===== config.mk =====
export PLATFORM = sky130hd
export DESIGN_NAME = line_pair_addr_gen
export DESIGN_NICKNAME = d
export VERILOG_FILES = /design/src/rtl/dma_pkg.sv /design/src/rtl/line_addr_calc.sv /design/src/rtl/line_pair_addr_gen.sv
export SDC_FILE = /design/constraint.sdc
export NUM_CORES = 2
export LEC_CHECK = 0
export CAP_MARGIN = 5
export CORE_MARGIN = 3
export CORE_UTILIZATION = 60
export DETAILED_ROUTE_END_ITERATION = 8
export PLACE_DENSITY = 0.92
export SYNTH_ARGS = -nofsm -noshare
export SYNTH_HDL_FRONTEND = slang
export SYNTH_HIERARCHICAL = 1
export SYNTH_SLANG_ARGS = --single-unit

===== constraint.sdc =====
create_clock -name clk_i -period 10.8 [get_ports clk_i]
set_input_delay 1.08 -clock clk_i [delete_from_list [all_inputs] [get_ports clk_i]]
set_output_delay 1.08 -clock clk_i [all_outputs]
set_load 0.05 [all_outputs]

===== src/rtl/dma_pkg.sv =====
// Shared DMA types: line-pair generator FSM states and the read-command record.
package dma_pkg;

  // Widths of the command record; generator parameters are expected not to exceed these.
  localparam int DMA_ADDR_W = 32;
  localparam int DMA_LEN_W  = 16;

  typedef enum logic [2:0] {
    ST_IDLE,
    ST_CALC_EVEN,
    ST_SEND_EVEN,
    ST_CALC_ODD,
    ST_SEND_ODD
  } lpag_state_e;

  typedef struct packed {
    logic [DMA_ADDR_W-1:0] addr;
    logic [DMA_LEN_W-1:0]  len;
    logic                  odd;
    logic                  last;
  } dma_cmd_t;

endpackage


===== src/rtl/line_addr_calc.sv =====
// Registered line start address: base + line*stride, wrapping at 2^ADDR_W.
module line_addr_calc #(
  parameter int ADDR_W = 32
) (
  input  logic              clk,
  input  logic              rst_n,
  input  logic              en,
  input  logic [ADDR_W-1:0] base,
  input  logic [ADDR_W-1:0] stride,
  input  logic [ADDR_W-1:0] line,
  output logic [ADDR_W-1:0] addr
);

  logic [ADDR_W-1:0] offset;

  assign offset = line * stride;

  always_ff @(posedge clk or negedge rst_n) begin
    if (!rst_n)  addr <= '0;
    else if (en) addr <= base + offset;
  end

endmodule


===== src/rtl/line_pair_addr_gen.sv =====
// Turns (even, odd) line-number pairs into two DMA read commands per pair,
// using a per-frame base/stride/length configuration sampled on new_frame_i.
module line_pair_addr_gen
  import dma_pkg::*;
#(
  parameter int ADDR_W = 32,
  parameter int LEN_W  = 16
) (
  input  logic              clk_i,
  input  logic              rst_ni,
  input  logic              new_frame_i,
  input  logic [ADDR_W-1:0] base_addr_i,
  input  logic [ADDR_W-1:0] stride_i,
  input  logic [LEN_W-1:0]  hsize_i,
  input  logic              pair_valid_i,
  output logic              pair_ready_o,
  input  logic [ADDR_W-1:0] even_line_num_i,
  input  logic [ADDR_W-1:0] odd_line_num_i,
  input  logic              last_line_i,
  output logic              cmd_valid_o,
  input  logic              cmd_ready_i,
  output logic [ADDR_W-1:0] cmd_addr_o,
  output logic [LEN_W-1:0]  cmd_len_o,
  output logic              cmd_odd_o,
  output logic              cmd_last_o,
  output logic              frame_done_o
);

  lpag_state_e       state, state_next;
  logic              armed;
  logic [ADDR_W-1:0] base_q, stride_q, even_q, odd_q;
  logic [LEN_W-1:0]  len_q;
  logic              last_q;
  logic              calc_en;
  logic [ADDR_W-1:0] calc_line, calc_addr;
  logic              pair_hs, cmd_hs;
  dma_cmd_t          cmd;

  line_addr_calc #(.ADDR_W(ADDR_W)) u_calc (
    .clk    (clk_i),
    .rst_n  (rst_ni),
    .en     (calc_en),
    .base   (base_q),
    .stride (stride_q),
    .line   (calc_line),
    .addr   (calc_addr)
  );

  always_ff @(posedge clk_i or negedge rst_ni) begin
    if (!rst_ni) state <= ST_IDLE;
    else         state <= state_next;
  end

  always_comb begin
    state_next   = state;
    pair_ready_o = 1'b0;
    cmd_valid_o  = 1'b0;
    calc_en      = 1'b0;
    calc_line    = even_q;
    unique case (state)
      ST_IDLE: begin
        pair_ready_o = armed && !new_frame_i;
        if (pair_valid_i && pair_ready_o) state_next = ST_CALC_EVEN;
      end
      ST_CALC_EVEN: begin
        calc_en    = 1'b1;
        state_next = ST_SEND_EVEN;
      end
      ST_SEND_EVEN: begin
        cmd_valid_o = 1'b1;
        if (cmd_ready_i) state_next = ST_CALC_ODD;
      end
      ST_CALC_ODD: begin
        calc_en    = 1'b1;
        calc_line  = odd_q;
        state_next = ST_SEND_ODD;
      end
      ST_SEND_ODD: begin
        cmd_valid_o = 1'b1;
        if (cmd_ready_i) state_next = ST_IDLE;
      end
      default: state_next = ST_IDLE;
    endcase
    // A new frame aborts whatever pair is in flight.
    if (new_frame_i) state_next = ST_IDLE;
  end

  assign pair_hs = pair_valid_i && pair_ready_o;
  assign cmd_hs  = cmd_valid_o && cmd_ready_i;

  // Command fields are zero outside SEND so idle/reset outputs read as 0.
  always_comb begin
    cmd = '0;
    if (cmd_valid_o) begin
      cmd.addr = DMA_ADDR_W'(calc_addr);
      cmd.len  = DMA_LEN_W'(len_q);
      cmd.odd  = (state == ST_SEND_ODD);
      cmd.last = (state == ST_SEND_ODD) && last_q;
    end
  end

  assign cmd_addr_o = ADDR_W'(cmd.addr);
  assign cmd_len_o  = LEN_W'(cmd.len);
  assign cmd_odd_o  = cmd.odd;
  assign cmd_last_o = cmd.last;

  always_ff @(posedge clk_i or negedge rst_ni) begin
    if (!rst_ni) begin
      armed        <= 1'b0;
      base_q       <= '0;
      stride_q     <= '0;
      len_q        <= '0;
      even_q       <= '0;
      odd_q        <= '0;
      last_q       <= 1'b0;
      frame_done_o <= 1'b0;
    end else begin
      frame_done_o <= 1'b0;
      if (new_frame_i) begin
        base_q   <= base_addr_i;
        stride_q <= stride_i;
        len_q    <= hsize_i;
        armed    <= 1'b1;
      end else if (cmd_hs && cmd_last_o) begin
        armed        <= 1'b0;
        frame_done_o <= 1'b1;
      end
      if (pair_hs) begin
        even_q <= even_line_num_i;
        odd_q  <= odd_line_num_i;
        last_q <= last_line_i;
      end
    end
  end

endmodule


Yosys cells after proc, flatten, opt, wreduce, memory -nomap -nowiden
Cells that the tools add are included.
{ "totals": {"regBits": 182, "out_inout_bits": 53} }
{ "op_classes": {"n_reduce_logical": 12, "mul": 1, "muxes": 14, "addsub": 1, "eq_ne": 7} }
{ "op_table": {"columns": ["cell", "n"], "rows": [
  ["two-way mux 50 bit", 1],
  ["adder 32 bit", 1],
  ["multiplier 32 x 32 -> 32 bit", 1],
  ["two-way mux 32 bit", 1],
  ["one-hot mux 3 bit (5 select lines)", 1],
  ["two-way mux 3 bit", 4],
  ["inequality test 3 bit, second input constant", 3],
  ["two-way mux 1 bit", 7],
  ["equality test 3 x 2 -> 1 bit, second input constant", 2],
  ["logical AND 1 bit", 6],
  ["OR reduction 2 bit", 2],
  ["equality test 3 x 1 -> 1 bit, second input constant", 1],
  ["equality test 3 bit, second input constant", 1],
  ["logical NOT 3 bit", 1],
  ["AND reduction 3 bit", 1],
  ["nonzero test 2 bit", 1],
  ["logical NOT 1 bit", 1]
]} }

Depth between registers and ports, before layout
{ "depth": {"word_depth": 7, "depth_mapped": 34} }

Modules after synthesis
The synthesis kept the hierarchy.
{ "modules_own_cells": {"columns": ["module", "cells_per_inst", "seq_area_each_um2", "instances", "area_per_inst_um2"], "rows": [
  ["line_addr_calc", 1947, 800.8, 1, 18091.1],
  ["line_pair_addr_gen", 423, 3753.6, 1, 6622.6]
]} }

Worst setup path before layout
Ideal clock, no wire load.
{ "synth_path": {"path_kind": "reg2reg", "start": "register state[2]", "end": "register u_calc.addr[31]", "setup_time_ns": 0.124, "required_time_ns": 10.676, "n_path_buf": 4, "setup_slack_ns": 2.969, "synth_period_minus_slack_ns": 7.831, "path_stages_with_launch": 32, "t_arrival_ns": 7.707, "path_cell_list": "dfrtp_1 -> buf_6 -> and2b_1 -> nand2_2 -> buf_6 -> mux2_2 -> clkbuf_1 -> clkbuf_1 -> and2_1 -> fa_1 -> fa_1 -> fa_1 -> inv_1 -> fa_1 -> inv_1 -> fa_1 -> inv_1 -> fa_1 -> inv_1 -> fa_1 -> inv_1 -> fa_1 -> inv_1 -> ha_1 -> a21oi_1 -> o21ai_1 -> a221oi_1 -> o21ai_0 -> o31a_1 -> o211ai_2 -> a21oi_1 -> o31a_1"} }
{ "synth_rtl": {"columns": ["element", "line", "text"], "rows": [
  ["start, declared", "line_pair_addr_gen.sv:29", "lpag_state_e state, state_next;"],
  ["start signal, assigned", "line_pair_addr_gen.sv:51", "else state <= state_next;"],
  ["equality test 3 x 2 -> 1 bit or equality test 3 x 1 -> 1 bit (tied branches)", "line_pair_addr_gen.sv:60", "unique case (state)"],
  ["OR reduction 2 bit (no source line) *", null, null],
  ["two-way mux 1 bit *", "line_pair_addr_gen.sv:60", null],
  ["via calc_en", "line_pair_addr_gen.sv:34", "logic calc_en;"],
  ["end signal, assigned", "line_addr_calc.sv:20", "else if (en) addr <= base + offset;"],
  ["end, declared", "line_addr_calc.sv:11", "output logic [ADDR_W-1:0] addr"]
]} }
The timed path passes the listed nets; every way through them passes the cells marked *.
A chain may end at the register's enable or synchronous reset.

Worst setup path in the final report
Same ends and word-level chain as after synthesis.

==> flow_summary.ini <==
[global_route]
grt_antenna_before_repair = 1
grt_pass1_wl_um = 103000
grt_overflow = 0
grt_max_degree = 110
grt_pass1_vias = 19624
global_route.usage.total_pct = 30.1

[clock_tree]
clk_latency_ns = 0.47
clkTransAtPathRegs_ns = 0.08
cts_resized = 0
hold_buffers = 0
htree_levels = 4
clock_path_buffers = 2
tritoncts = done
clock_sinks = 182
cts_buffers = 17
clockRootBuffer = clkbuf_16
postCtsSetupRepairBufs = 0

[timing]
slew_viol_final = 0
worst_slew_pin_slew_ns = 1.21
setup_viol = 0
slew_headroom_pct = 19.1
final-hold-violation-count = 0
final.min_clock_period_ns = 8.91
rsz0062_at_grt = false
setup_tns_ns = 0
fin_crit_sh_pct = 82.5
fin_skew_ns = 0.0160
fmax_mhz = 112

[synth]
synthTopCellsByArea = fa_1 (35%), dfrtp_1 (18%), and2_1 (10%), inv_1 (7.4%), mux2_2 (6.7%)
ys_seq_area_share_pct = 18.4
ys_warn_count = 6
ys_ff_latch = 182
syn_inst = 2370
synth-edff-count = 0
synth_common_cells = inv_1 (487), fa_1 (438), and2_1 (414), nand2_1 (183), dfrtp_1 (182)
synthesis.nets = 3082
synth_most_common_cell = inv_1
synth.largest_area_cell = fa_1
syn-cell-area_mm2 = 0.0247
synth_top_area_share_pct = 35.5
synth_cell_type_count = 67
syn_avg_cell_area_um2 = 10.4
ys_async_sr_fraction_pct = 100
synth_flop_cell = dfrtp_1

[worst_setup_path]
crit_path_max_fanout = 33
start_kind = flop
endpoint_kind = flop
regToRegStartpoint = state[2]
r2r_cells = 27
arrival_ns = 9.26
crit_start = state[2]
critPathKind = flop to flop
critPathRequiredTime_ns = 11.15
reg2reg_slack_ns = 1.89
reg2reg_to = u_calc/addr[31]

[layout]
n_fill_cell = 2807
final_nets = 3201
diodes = 0
drive_gt1_share_pct = 10.5
area_growth_pct = 11.1

[routing]
routed_wl_um = 63400
vias = 16979
dr.pass1.iters = 5
vias_per_cell = 5.61
drc_errors = 0
drt-initial-drc-count = 1378
wire_per_inst_um = 20.9
ant_nets = 0

[placement]
port_buffers = 202
hpwl_um = 49200
place_congestion = 0.944

[floorplanning]
rows = 73
initial_core_util_pct = 61.5
ios = 203
die_w_um = 209
fp.dieArea_mm2 = 0.0437
die_h_um = 209
core_mm2 = 0.0402

[worst_hold_path]
hold_class = flop to flop
hold_end = u_calc/addr[7]
hold_start = u_calc/addr[7]
hold_depth = 1

[run]
drv_cap = 0

[run_status]
status = completed
-- cell type report --
type | count | area, µm² | area share [%]
Inverter | 487 | 1830 | 6.66
Clock inverter | 10 | 85.1 | 0.310
Clock buffer | 22 | 474 | 1.73
Multi-Input combinational cell | 1584 | 17700 | 64.5
Timing Repair Buffer | 217 | 2140 | 7.78
Tap cell | 525 | 657 | 2.39
Sequential cell | 182 | 4550 | 16.6
-- through the flow --
step / cells / utilization [%] / worst slack [ns] / instance area [µm²] / hold WS, ns
global route: 3027 / 68.3 / 1.48 / 27400 / 0.516
CTS: 3027 / 68.3 / 2.05 / 27400 / 0.503
global placement: 2995 / 66.9 / 2.26 / 26900 / 0.471
detailed placement: 2995 / 66.9 / 2.07 / 26900 / 0.486
finish: 3027 / 68.3 / 1.89 / 27400 / 0.498
floorplan: 2370 / - / 2.97 / 24700 / 0.444
-- worst max-delay path, stage by stage, from the launching register on --
cell and delay (ns):
dfrtp_1 0.53, and2b_1 0.26, nand2_2 0.65, mux2_2 0.57, and2_1 0.22, fa_1 0.55
fa_1 0.45, fa_1 0.52, inv_1 0.06, fa_1 0.52, inv_1 0.05, fa_1 0.50
inv_1 0.05, fa_1 0.53, inv_1 0.05, fa_1 0.47, inv_1 0.05, fa_1 0.48
inv_1 0.06, ha_1 0.35, a21oi_1 0.31, o21ai_1 0.11, a221oi_1 0.39, o21ai_0 0.17
o31a_1 0.30, o211ai_2 0.17, a21oi_1 0.09, o31a_1 0.29
-- kinds of logic (layout without fill, tap and decap cells) --
| family | count (synthesis) | after routing | share of synthesized area, % |
|---|---|---|---|
| AOI/OAI and AO/OA | 85 | 85 | 2.52 |
| xor gates and xnor gates | 85 | 85 | 3.07 |
| adders and majority gates | 562 | 562 | 41.8 |
| buffers and inverters | 604 | 736 | 9.91 |
| DFF | 182 | 182 | 18.4 |
| muxes | 197 | 197 | 9.74 |
| and+or+nand+nor | 655 | 655 | 14.6 |
-- cells in the final DEF (no fill, tap or decap), types with 2 or more instances in the layout --
cell	synthesis	routed
inv_1	487	487
fa_1	438	438
and2_1	414	414
clkdlybuf4s50_1	0	200
nand2_1	183	183
dfrtp_1	182	182
mux2_2	147	147
ha_1	124	124
xnor2_1	64	64
mux2_4	50	50
a21oi_1	24	24
xor2_1	20	20
nor2_1	19	18
clkbuf_16	0	17
buf_4	2	16
o21ai_1	9	9
a21o_1	9	9
and3_1	6	6
a31oi_1	6	6
nand4_1	5	5
nand3_1	5	5
nor3_1	4	4
clkbuf_8	0	4
inv_6	0	4
nand2b_1	4	4
o21ai_0	4	4
clkinv_4	0	3
o21bai_1	3	3
o21a_1	3	3
nand3b_1	2	2
clkbuf_1	89	2
a311o_1	2	2
a21oi_2	2	2
o211ai_2	2	2
or2_1	2	2
o31a_1	2	2
-- worst max path at each step --
stage,end,cells past startpoint
finish,u_calc/addr[31],27
global route,u_calc/addr[31],28
CTS,u_calc/addr[31],27
detailed placement,u_calc/addr[31],27
global placement,u_calc/addr[31],27
floorplan,u_calc/addr[31],31
-- state kept, by name, indices dropped and copies added, names as in the netlist --
signal        flops
odd_q            32
even_q           32
u_calc/addr      32
len_q            16
frame_done_o      1
state             3
armed             1
last_q            1
base_q           32
stride_q         32
-- routing by layer --
metal	part of all wire (%)	global-route usage, %	vias to the layer above
met5	0	0	-
met4	4.9	13.9	0
met3	6.9	5.76	163
met2	49	50.7	810
met1	39	38.0	8716
li1	-	-	7290
Power is not shown: default switching activity piles up to over one toggle a cycle in this logic, so the estimate is an artifact.
